--- src/rtl/unstriping_sched.sv ---
// unstriping_sched: two-lane un-striping scheduler. Buffers lane_0/lane_1 words in
// per-lane FIFOs, aligns the lanes, then drains them alternately (lane 0 first)
// onto one output stream at clk_2f. Flags lane overflow and re-syncs after a stall.
// Optional feature macro: UNSTRIPE_ERR_CNT_EN adds a saturating err_cnt[7:0] output.
module unstriping_sched #(
  parameter int unsigned WIDTH      = 32,
  parameter int unsigned DEPTH_LOG2 = 2,
  parameter int unsigned STALL_MAX  = 8
) (
  input  logic             clk_2f,
  input  logic             reset,
  input  logic [WIDTH-1:0] lane_0,
  input  logic             valid_0,
  input  logic [WIDTH-1:0] lane_1,
  input  logic             valid_1,
  output logic [WIDTH-1:0] data_out,
  output logic             valid_out,
  output logic             next_lane,
  output logic             ovf_0,
  output logic             ovf_1,
  output logic             sync_err
`ifdef UNSTRIPE_ERR_CNT_EN
  ,
  output logic [7:0]       err_cnt
`endif
);

  localparam int unsigned DEPTH = 1 << DEPTH_LOG2;
  localparam int unsigned CW    = DEPTH_LOG2 + 1;
  localparam int unsigned SW    = $clog2(STALL_MAX + 1);

  typedef enum logic [1:0] {
    ST_SYNC   = 2'd0,
    ST_RUN_L0 = 2'd1,
    ST_RUN_L1 = 2'd2
  } state_t;

  state_t                state, state_nxt;
  logic [WIDTH-1:0]      mem_0 [DEPTH];
  logic [WIDTH-1:0]      mem_1 [DEPTH];
  logic [DEPTH_LOG2-1:0] wr_ptr_0, rd_ptr_0, wr_ptr_1, rd_ptr_1;
  logic [CW-1:0]         cnt_0, cnt_1;
  logic [SW-1:0]         stall_cnt, stall_cnt_nxt, stall_inc;
  logic                  empty_0, empty_1, full_0, full_1;
  logic                  wr_0, wr_1, drop_0, drop_1;
  logic                  pop_0, pop_1, timeout;

  assign empty_0   = (cnt_0 == '0);
  assign empty_1   = (cnt_1 == '0);
  assign full_0    = (cnt_0 == CW'(DEPTH));
  assign full_1    = (cnt_1 == CW'(DEPTH));
  // A full FIFO refuses the write even when it is popped in the same cycle.
  assign wr_0      = valid_0 && !full_0;
  assign wr_1      = valid_1 && !full_1;
  assign drop_0    = valid_0 && full_0;
  assign drop_1    = valid_1 && full_1;
  assign stall_inc = (stall_cnt == SW'(STALL_MAX)) ? stall_cnt : stall_cnt + SW'(1);

  // FIFO storage; contents are qualified by the pointers, so no reset is needed.
  always_ff @(posedge clk_2f) begin
    if (wr_0) mem_0[wr_ptr_0] <= lane_0;
    if (wr_1) mem_1[wr_ptr_1] <= lane_1;
  end

  // FIFO pointers and occupancy.
  always_ff @(posedge clk_2f) begin
    if (!reset) begin
      wr_ptr_0 <= '0;
      rd_ptr_0 <= '0;
      wr_ptr_1 <= '0;
      rd_ptr_1 <= '0;
      cnt_0    <= '0;
      cnt_1    <= '0;
    end else begin
      if (wr_0)  wr_ptr_0 <= wr_ptr_0 + DEPTH_LOG2'(1);
      if (pop_0) rd_ptr_0 <= rd_ptr_0 + DEPTH_LOG2'(1);
      if (wr_1)  wr_ptr_1 <= wr_ptr_1 + DEPTH_LOG2'(1);
      if (pop_1) rd_ptr_1 <= rd_ptr_1 + DEPTH_LOG2'(1);
      cnt_0 <= cnt_0 + CW'(wr_0) - CW'(pop_0);
      cnt_1 <= cnt_1 + CW'(wr_1) - CW'(pop_1);
    end
  end

  // FSM state register.
  always_ff @(posedge clk_2f) begin
    if (!reset) state <= ST_SYNC;
    else        state <= state_nxt;
  end

  // Next state: align in SYNC, alternate lanes in RUN, fall back to SYNC on timeout.
  always_comb begin
    state_nxt = state;
    case (state)
      ST_SYNC:   if (!empty_0 && !empty_1) state_nxt = ST_RUN_L0;
      ST_RUN_L0: begin
        if (pop_0)        state_nxt = ST_RUN_L1;
        else if (timeout) state_nxt = ST_SYNC;
      end
      ST_RUN_L1: begin
        if (pop_1)        state_nxt = ST_RUN_L0;
        else if (timeout) state_nxt = ST_SYNC;
      end
      default:   state_nxt = ST_SYNC;
    endcase
  end

  // Pop decisions and stall tracking for the current state.
  always_comb begin
    pop_0         = 1'b0;
    pop_1         = 1'b0;
    timeout       = 1'b0;
    stall_cnt_nxt = '0;
    case (state)
      ST_RUN_L0: begin
        if (!empty_0) begin
          pop_0 = 1'b1;
        end else if (stall_inc == SW'(STALL_MAX)) begin
          timeout = 1'b1;
        end else begin
          stall_cnt_nxt = stall_inc;
        end
      end
      ST_RUN_L1: begin
        if (!empty_1) begin
          pop_1 = 1'b1;
        end else if (stall_inc == SW'(STALL_MAX)) begin
          timeout = 1'b1;
        end else begin
          stall_cnt_nxt = stall_inc;
        end
      end
      default: stall_cnt_nxt = '0;
    endcase
  end

  // Registered outputs and stall counter; data_out holds when nothing is popped.
  always_ff @(posedge clk_2f) begin
    if (!reset) begin
      data_out  <= '0;
      valid_out <= 1'b0;
      next_lane <= 1'b0;
      ovf_0     <= 1'b0;
      ovf_1     <= 1'b0;
      sync_err  <= 1'b0;
      stall_cnt <= '0;
    end else begin
      if (pop_0)      data_out <= mem_0[rd_ptr_0];
      else if (pop_1) data_out <= mem_1[rd_ptr_1];
      valid_out <= pop_0 || pop_1;
      next_lane <= (state_nxt == ST_RUN_L1);
      ovf_0     <= ovf_0 || drop_0;
      ovf_1     <= ovf_1 || drop_1;
      sync_err  <= timeout;
      stall_cnt <= stall_cnt_nxt;
    end
  end

`ifdef UNSTRIPE_ERR_CNT_EN
  logic [8:0] err_sum;
  assign err_sum = 9'(err_cnt) + 9'(drop_0) + 9'(drop_1) + 9'(timeout);

  // Saturating count of dropped words and stall re-syncs.
  always_ff @(posedge clk_2f) begin
    if (!reset)                err_cnt <= '0;
    else if (err_sum > 9'd255) err_cnt <= 8'hFF;
    else                       err_cnt <= err_sum[7:0];
  end
`endif

endmodule

--- config.mk ---
export PLATFORM = sky130hd
export DESIGN_NAME = unstriping_sched
export DESIGN_NICKNAME = d
export VERILOG_FILES = /design/src/rtl/unstriping_sched.sv
export SDC_FILE = /design/constraint.sdc
export NUM_CORES = 1
export LEC_CHECK = 0
export ABC_AREA = 1
export CORE_UTILIZATION = 44
export CTS_BUF_LIST = sky130_fd_sc_hd__clkbuf_8
export CTS_CLUSTER_DIAMETER = 120
export DETAILED_ROUTE_END_ITERATION = 8
export HOLD_SLACK_MARGIN = 0.1
export MAX_ROUTING_LAYER = met4
export SLEW_MARGIN = 5
export SYNTH_ARGS = -nofsm -noshare
export SYNTH_HDL_FRONTEND = slang
export SYNTH_SLANG_ARGS = --single-unit
--- constraint.sdc ---
create_clock -name clk_2f -period 4.7 [get_ports clk_2f]
set_clock_uncertainty 0.15 [all_clocks]
set_input_delay 1.41 -clock clk_2f [delete_from_list [all_inputs] [get_ports clk_2f]]
set_output_delay 1.41 -clock clk_2f [all_outputs]
set_load 0.02 [all_outputs]
==> results.json <==
{
  "post_drt_wl_per_cell_um": 17.43,
  "cts_buffers": 51,
  "crit_arrival_ns": 1.65,
  "post_cts_buffers": 0,
  "dr.first_iter.drc_count": 374,
  "clock_path_buffers": 3,
  "grt_pass1_vias": 7568,
  "peakVddDrop_mv": 0.2321,
  "clkPwrFrac_pct": 31.3,
  "routed_wl_um": 26820,
  "synth_area_mm2": 0.01231,
  "worstSetupEndpoint": "data_out[7]",
  "drc": 0,
  "rows": 60,
  "cp_slowest_cell": "clkdlybuf4s50_1",
  "post-synth-top-area-cell": "edfxtp_1",
  "grt_max_degree": 66,
  "vias": 7829,
  "port_buffers": 104,
  "n_fill_cell": 2415,
  "io_pins": 105,
  "ctsRootBufferMaster": "clkbuf_8",
  "ys_top_cells_by_area": "edfxtp_1 (62%), dfxtp_1 (9.9%), o21ai_0 (5.0%), nand2_1 (4.5%), nor2_1 (4.2%)",
  "fmax_ghz": 0.3120,
  "r2r-end": "cnt_0[2]$_SDFF_PN0_",
  "hold_class": "flip-flop to flip-flop",
  "cp.required_ns": 3.14,
  "cts.clk_slew.worst_paths_ns": 0.06,
  "status": "finished, final reports clean",
  "antenna_found_initial": 0,
  "max-cap-violations": 0,
  "final_cell_mix": "edfxtp_1 (256), nand2_1 (148), nor2_1 (129)",
  "period_needed_ns": 3.205,
  "grt_pass1_wl_um": 41440,
  "antenna_left": 0,
  "r2r_cells": 11,
  "setup.worst_path.start": "data_out[7]$_SDFFE_PN0P_",
  "power.switching_mw": 2.038,
  "area_delta_synth_final_pct": 18.47,
  "cts_max_level": 2,
  "drive_above_1_share_pct": 8.740,
  "finalCritPeriodShare_pct": 68.20,
  "initial_core_util_pct": 45.30,
  "cp_max_fo": 2,
  "hold_viol": 0,
  "ys_ff_latch": 317,
  "worst-path-buf-inv": 1,
  "dp_cells": 1446,
  "drv_slew": 0,
  "cts_num_sinks": 317,
  "cp-end-kind": "output pin",
  "yosys.area.top_type_share_pct": 62.44,
  "p_int_mw": 4.969,
  "final_cell_count_no_fill": 1539,
  "critPathKind": "flip-flop to output pin",
  "slew_headroom_pct": 29.21,
  "p_per_area_mw_per_mm2": 480.4,
  "cts_tree": "done",
  "setup_slack_ns": 1.495,
  "grt_usage_pct": 19.59,
  "insertion_delay_ns": 0.58,
  "comb_power_share_pct": 18.5,
  "fp.dieArea_mm2": 0.02865,
  "critical-path-top-delay-family": "buffers and inverters",
  "diodes": 0,
  "fin_tns_setup_ns": 0,
  "switching_share_pct": 29.08,
  "syn_area_per_cell_um2": 12.20,
  "leakage_nw": 5.208,
  "rrSetupSlack_ns": 2.15,
  "first_pass_iters": 5,
  "synth_cell_types": 32,
  "globalRoute.totalOverflow": 0,
  "via_per_inst": 5.087,
  "gp_congestion": 0.7986,
  "cpPeakStageDelay_ns": 0.65,
  "fp.dieH_um": 169.3,
  "nets": 1215,
  "synth_cells": 1009,
  "die_x_um": 169.3,
  "core_mm2": 0.02718,
  "worstSetupStartpointType": "flip-flop",
  "synth_nets": 1097,
  "worstSetupPathDepth": 1,
  "p_seq_share_pct": 50.3,
  "hpwlAfterDp_um": 15490,
  "setup_viol": 0,
  "crit_chain": "clkdlybuf4s50_1",
  "final_common_cell": "edfxtp_1",
  "yosysSeqAreaShare_pct": 72.36,
  "tightest_slew_ns": 1.060,
  "dp_slack_ns": 1.183,
  "r2r_start": "state[1]$_SDFF_PN0_",
  "ctsHoldBuffers": 0,
  "rsz0062_at_grt": "no",
  "yosysWarningCount": 0,
  "cts_resized": 0
}
[sequential cells by signal, indices dropped and copies added, names as in the netlist, 2 cells and up, named ones only]
register and flops:
cnt_0 3, state 2, mem_0 128, mem_1 128, rd_ptr_0 2, cnt_1 3, stall_cnt 4, rd_ptr_1 2
data_out 32, wr_ptr_1 2, wr_ptr_0 2
[metrics by stage]
stage	utilization, %	hold WS (ns)	power, mW	instance area, um^2
finish	53.67	0.3039	7.007	14590
detailed placement	50.18	0.2979	4.890	13640
global placement	50.18	0.2882	4.872	13640
floorplan	-	0.2856	4.398	12310
global route	53.67	0.3329	7.366	14590
CTS	53.67	0.3069	7.086	14590
[routing by layer]
layer  vias to the layer above  track usage [%]  share of wire, %
li1                       3831                -                 -
met1                      3742            25.26                44
met2                       220            31.76                49
met3                        36            3.661               6.0
met4                         0            5.562               1.7
met5                         -                -                 0
[how the worst min path moves through the flow]
stage / from / end / slack [ns] / depth (start not counted)
floorplan: rd_ptr_1[1]$_SDFFE_PN0P_ / flip-flop / 0.29 / 2
finish: ovf_0$_SDFF_PN0_ / ovf_0$_SDFF_PN0_ / 0.30 / 2
global placement: ovf_0$_SDFF_PN0_ / ovf_0$_SDFF_PN0_ / 0.29 / 2
CTS: ovf_0$_SDFF_PN0_ / ovf_0$_SDFF_PN0_ / 0.31 / 2
detailed placement: ovf_0$_SDFF_PN0_ / ovf_0$_SDFF_PN0_ / 0.30 / 2
global route: ovf_1$_SDFF_PN0_ / ovf_1$_SDFF_PN0_ / 0.33 / 2
[power groups by stage]
stage | logic, mW | clock network, mW | registers [mW]
6_report | 1.29 | 2.19 | 3.52
5_1_grt | 1.44 | 2.37 | 3.55
4_1_cts | 1.32 | 2.24 | 3.52
3_5_place_dp | 1.32 | 0 | 3.57
3_3_place_gp | 1.30 | 0 | 3.57
2_1_floorplan | 0.776 | 0 | 3.62
[synthesized netlist by cell type]
| library cell | count |
|---|---|
| o22ai_1 | 58 |
| a21oi_1 | 23 |
| nand2_2 | 3 |
| nand4_1 | 2 |
| dfxtp_1 | 61 |
| ha_1 | 18 |
| o21ai_0 | 124 |
| nand2_1 | 148 |
| buf_4 | 4 |
| inv_2 | 2 |
| clkinv_2 | 1 |
| nand3_1 | 38 |
| a21boi_0 | 1 |
| buf_6 | 9 |
| a31oi_1 | 19 |
| inv_4 | 2 |
| inv_1 | 48 |
| clkbuf_1 | 18 |
| nand2_4 | 2 |
| o21ai_2 | 2 |
| buf_2 | 19 |
| nor2_8 | 1 |
| or2_2 | 1 |
| a211oi_1 | 1 |
| buf_1 | 1 |
| nor2_2 | 2 |
| fa_1 | 2 |
| or2_1 | 2 |
| nor2_1 | 137 |
| clkbuf_2 | 2 |
| o21ai_1 | 2 |
| edfxtp_1 | 256 |
[worst register-to-register path: cells and delay by family, from the launching register on]
kind	cells	cell delay (ns)
buf+inv	4	0.56
fa+ha+maj	4	1.08
simple gates	1	0.08
compound gates	2	0.22
flops	1	0.34
[cell families (layout without fill, tap and decap cells)]
group | Yosys count | in the layout | synth area share [%]
simple gates | 336 | 336 | 11.09
buf+inv | 106 | 264 | 4.167
compound gates | 230 | 230 | 10.23
fa+ha+maj | 20 | 20 | 2.155
flops | 317 | 317 | 72.36
[area by class of cell]
type,count,area (um^2),area share [%]
Tap cell,372,465.4,3.191
Timing Repair Buffer,118,1146,7.858
Inverter,53,205.2,1.407
Sequential cell,317,8911,61.10
Clock buffer,52,715.7,4.907
Multi-Input combinational cell,586,2910,19.95
Clock inverter,41,231.5,1.587
Note: power is estimated with default switching activity, not from simulation.
